## config.mk

```make
export PLATFORM = sky130hd
export DESIGN_NAME = fifo_ptr_ctrl
export DESIGN_NICKNAME = d
export VERILOG_FILES = /design/src/rtl/fifo_ptr_ctrl.sv
export SDC_FILE = /design/constraint.sdc
export NUM_CORES = 1
export LEC_CHECK = 0
export BUFFER_PORTS_ARGS = -buffer_cell sky130_fd_sc_hd__buf_2
export CAP_MARGIN = 20
export CORE_MARGIN = 2
export CORE_UTILIZATION = 30
export CTS_BUF_LIST = sky130_fd_sc_hd__clkbuf_2
export DETAILED_ROUTE_END_ITERATION = 7
export GPL_ROUTABILITY_DRIVEN = 0
export PLACE_DENSITY = 0.59
export SYNTH_ARGS = -nofsm -noshare
export SYNTH_HDL_FRONTEND = slang
export SYNTH_SLANG_ARGS = --single-unit
```

## constraint.sdc

```tcl
create_clock -name clk -period 7.5 [get_ports clk]
set_clock_uncertainty 0.05 [all_clocks]
set_input_delay 1.5 -clock clk [delete_from_list [all_inputs] [get_ports clk]]
set_output_delay 1.5 -clock clk [all_outputs]
set_load 0.005 [all_outputs]
```

## src/rtl/fifo_ptr_ctrl.sv

```systemverilog
// FIFO pointer and flag controller for a 2**ADDR_W entry dual-port RAM.
// Wrap-bit pointers, registered level flags, and sticky error flags.
module fifo_ptr_ctrl #(
    parameter int ADDR_W   = 8,
    parameter int AF_LEVEL = 240,
    parameter int AE_LEVEL = 16
) (
    input  logic              clk,
    input  logic              rst_n,
    input  logic              push,
    input  logic              pop,
    input  logic              clr_err,
    output logic [ADDR_W-1:0] w_ptr,
    output logic [ADDR_W-1:0] r_ptr,
    output logic              ram_we,
    output logic              ram_re,
    output logic [ADDR_W:0]   count,
    output logic              full,
    output logic              empty,
    output logic              almost_full,
    output logic              almost_empty,
    output logic              overflow,
    output logic              underflow
);

    localparam logic [ADDR_W:0] DEPTH_C = {1'b1, {ADDR_W{1'b0}}};
    localparam logic [ADDR_W:0] AF_C    = (ADDR_W+1)'(AF_LEVEL);
    localparam logic [ADDR_W:0] AE_C    = (ADDR_W+1)'(AE_LEVEL);
    localparam logic [ADDR_W:0] ZERO_C  = '0;

    logic [ADDR_W:0] w_q, w_d;
    logic [ADDR_W:0] r_q, r_d;
    logic [ADDR_W:0] count_q, count_d;
    logic            full_q, full_d;
    logic            empty_q, empty_d;
    logic            af_q, af_d;
    logic            ae_q, ae_d;
    logic            ovf_q, ovf_d;
    logic            unf_q, unf_d;
    logic            push_ok;
    logic            pop_ok;

    // Acceptance, pointer advance, occupancy and next-state flags.
    always_comb begin
        push_ok = push & ~full_q;
        pop_ok  = pop & ~empty_q;
        w_d     = w_q + {{ADDR_W{1'b0}}, push_ok};
        r_d     = r_q + {{ADDR_W{1'b0}}, pop_ok};
        count_d = w_d - r_d;
        full_d  = (count_d == DEPTH_C);
        empty_d = (count_d == ZERO_C);
        af_d    = (count_d >= AF_C);
        ae_d    = (count_d <= AE_C);
        ovf_d   = (push & full_q) | (ovf_q & ~clr_err);
        unf_d   = (pop & empty_q) | (unf_q & ~clr_err);
    end

    // State register; async reset returns to the empty FIFO.
    always_ff @(posedge clk or negedge rst_n) begin
        if (!rst_n) begin
            w_q     <= '0;
            r_q     <= '0;
            count_q <= '0;
            full_q  <= 1'b0;
            empty_q <= 1'b1;
            af_q    <= 1'b0;
            ae_q    <= 1'b1;
            ovf_q   <= 1'b0;
            unf_q   <= 1'b0;
        end else begin
            w_q     <= w_d;
            r_q     <= r_d;
            count_q <= count_d;
            full_q  <= full_d;
            empty_q <= empty_d;
            af_q    <= af_d;
            ae_q    <= ae_d;
            ovf_q   <= ovf_d;
            unf_q   <= unf_d;
        end
    end

    assign ram_we       = push_ok;
    assign ram_re       = pop_ok;
    assign w_ptr        = w_q[ADDR_W-1:0];
    assign r_ptr        = r_q[ADDR_W-1:0];
    assign count        = count_q;
    assign full         = full_q;
    assign empty        = empty_q;
    assign almost_full  = af_q;
    assign almost_empty = ae_q;
    assign overflow     = ovf_q;
    assign underflow    = unf_q;

endmodule

```

==> results.py <==
metrics = {
    "global_route": {
        "grt_pass1_wl_um": 5900,
        "track_usage_pct": 12.6,
        "grt_max_degree": 34,
        "grt-ovfl-total": 0,
        "antenna_found_initial": 0,
        "grt_pass1_vias": 1205,
    },
    "yosys": {
        "synth-seq-area-share_pct": 46.8,
        "synth_nets": 183,
        "synth.most_common_cell": "dfrtp_1",
        "synth.top_cell.area_share_pct": 43.8,
        "ys_warn_count": 0,
        "synth.avg_cell_area_um2": 10.7,
        "syn_inst": 165,
        "synthTopCellsByArea": "dfrtp_1 44%, ha_1 8.5%, buf_4 6.8%, xnor2_1 5.4%, xor2_1 4.5%",
        "ys_async_sr_fraction_pct": 100,
        "synth-main-ff-cell": "dfrtp_1",
        "synth_edf_count": 0,
        "synth_commonest_cells": "31 x dfrtp_1, 20 x inv_1, 16 x buf_4",
        "syn_area_um2": 1770,
        "ys_seq_elements": 33,
        "ys_types": 32,
        "yosysTopAreaCell": "dfrtp_1",
    },
    "floorplan": {
        "die_y_um": 80.8,
        "ios": 38,
        "initial_core_util_pct": 31.5,
        "core_um2": 5610,
        "row_count": 27,
        "dieArea_um2": 6530,
        "die_x_um": 80.8,
    },
    "cts": {
        "cts_max_level": 2,
        "clk_latency_ps": 370,
        "numCtsBuffers": 5,
        "post-cts-setup-buffers": 0,
        "postCtsHoldBufs": 0,
        "clkSinkCount": 33,
        "cts_resized": 0,
        "tritoncts": "built",
        "cts.clk_slew.worst_paths_ps": 170,
        "cts_buffer_depth": 2,
        "cts_root_buffer": "clkbuf_2",
    },
    "placed_design": {
        "hpwl_um": 2760,
        "io_buffers": 37,
        "dp.cells": 258,
    },
    "worst_hold_path": {
        "min_path_type": "reg2reg",
        "holdPathStages": 1,
    },
    "finish": {
        "fin_nets": 211,
        "n_antenna_cell": 0,
        "drive_gt1_share_pct": 28.4,
        "fin_cells": 266,
        "fillCellCount": 597,
        "area_delta_synth_final_pct": 11.0,
    },
    "detailed_routing": {
        "vias_per_cell": 4.46,
        "wl_per_cell_um": 13.5,
        "routed_wl_um": 3600,
        "via_count": 1186,
        "ant_nets": 0,
        "route.detailed.drc": 0,
        "drt_iter0_drc": 56,
        "firstDrtPassIters": 4,
    },
    "flow_run": {
        "maxCapViolCount": 0,
    },
    "setup_path": {
        "crit_arrival_ps": 4310,
        "critical_path_class": "in2reg",
        "reg2regPathDepth": 11,
        "crit_path_end_kind": "flop",
        "reg2reg_slack_ps": 4230,
        "cp.required_ps": 7740,
        "cp_max_fo": 4,
        "start_kind": "input pin",
    },
    "timing": {
        "worstMarginPinSlew_ps": 722,
        "slew_viol_final": 0,
        "setup_viol": 0,
        "fin_setup_tns_ps": 0,
        "rsz0062_at_grt": "no",
        "period_minus_slack_ps": 4080,
        "hold_viol": 0,
        "relSlewSlack_pct": 51.9,
        "max_freq_mhz": 245,
        "finalCritPeriodShare_pct": 54.3,
    },
    "status": {
        "status": "finished clean",
    },
}
## worst paths after layout
kind	start	end
setup / recovery	pop	empty
min in group asynchronous	rst_n	w_q[4]
max in group asynchronous	rst_n	count[7]
setup reg to reg	empty	empty
hold / removal	r_q[8]	r_q[8]
hold reg to reg	r_q[8]	r_q[8]
## worst max-delay path, cell delays in order
cell and delay, ps:
buf_2 80, nor2b_1 280, ha_1 320, ha_1 220
fa_1 410, inv_1 80, a21oi_1 70, maj3_2 360
o2111ai_2 190, o311ai_2 190, or3_1 400, nor3_1 210
## area by class of cell
class | count | area, um2 | share of cell area (%)
multi-input combinational | 96 | 746 | 38.0
inverter | 20 | 75.1 | 3.82
tap | 72 | 90.1 | 4.59
clock buffer | 7 | 35.0 | 1.78
sequential | 33 | 828 | 42.2
clock inverter | 1 | 3.75 | 0.191
timing repair buffer | 37 | 185 | 9.43
## stage by stage
stage	util (%)	hold slack (ps)	area [um2]	setup slack, ps
4_1_cts	35.0	444	1960	3400
2_1_floorplan	-	401	1770	3410
5_1_grt	35.0	491	1960	3260
3_5_place_dp	34.3	418	1920	3020
3_3_place_gp	34.3	415	1920	3050
6_report	35.0	438	1960	3420
## cell usage in the layout, fill, tap and decap left out, drive strengths merged, types with 2 or more instances in the layout
| master | n |
|---|---|
| buf | 37 |
| dfrtp | 31 |
| inv | 20 |
| ha | 12 |
| xnor2 | 12 |
| nand2 | 11 |
| xor2 | 10 |
| nor2 | 7 |
| clkbuf | 7 |
| nand3 | 7 |
| a21oi | 5 |
| o21ai | 5 |
| nor3 | 5 |
| nor2b | 3 |
| and3 | 3 |
| o22ai | 2 |
| o21a | 2 |
| dfstp | 2 |
## cell families (layout without fill, tap and decap cells)
logic type / after synthesis / in the layout / synth area share [%]
fa+ha+maj: 14 / 14 / 10.3
flops: 33 / 33 / 46.8
buf+inv: 36 / 65 / 11.0
compound gates: 21 / 21 / 8.91
xor+xnor: 22 / 22 / 11.7
simple gates: 39 / 39 / 11.2
## registers in the layout (all words and copies together) (netlist names)
register	count
count	9
r_q	9
w_q	9
almost_empty	1
almost_full	1
empty	1
full	1
overflow	1
underflow	1
## per-layer routing
metal,global-route usage (%),share of wire [%],vias up
met4,4.58,1.5,0
li1,-,-,593
met3,5.11,6.9,6
met1,17.2,49,554
met2,18.0,43,33
met5,0,0,-
Power is left out: the tool's default activity adds up to more than one toggle a clock period on the data nets, which glitch-free logic cannot reach.
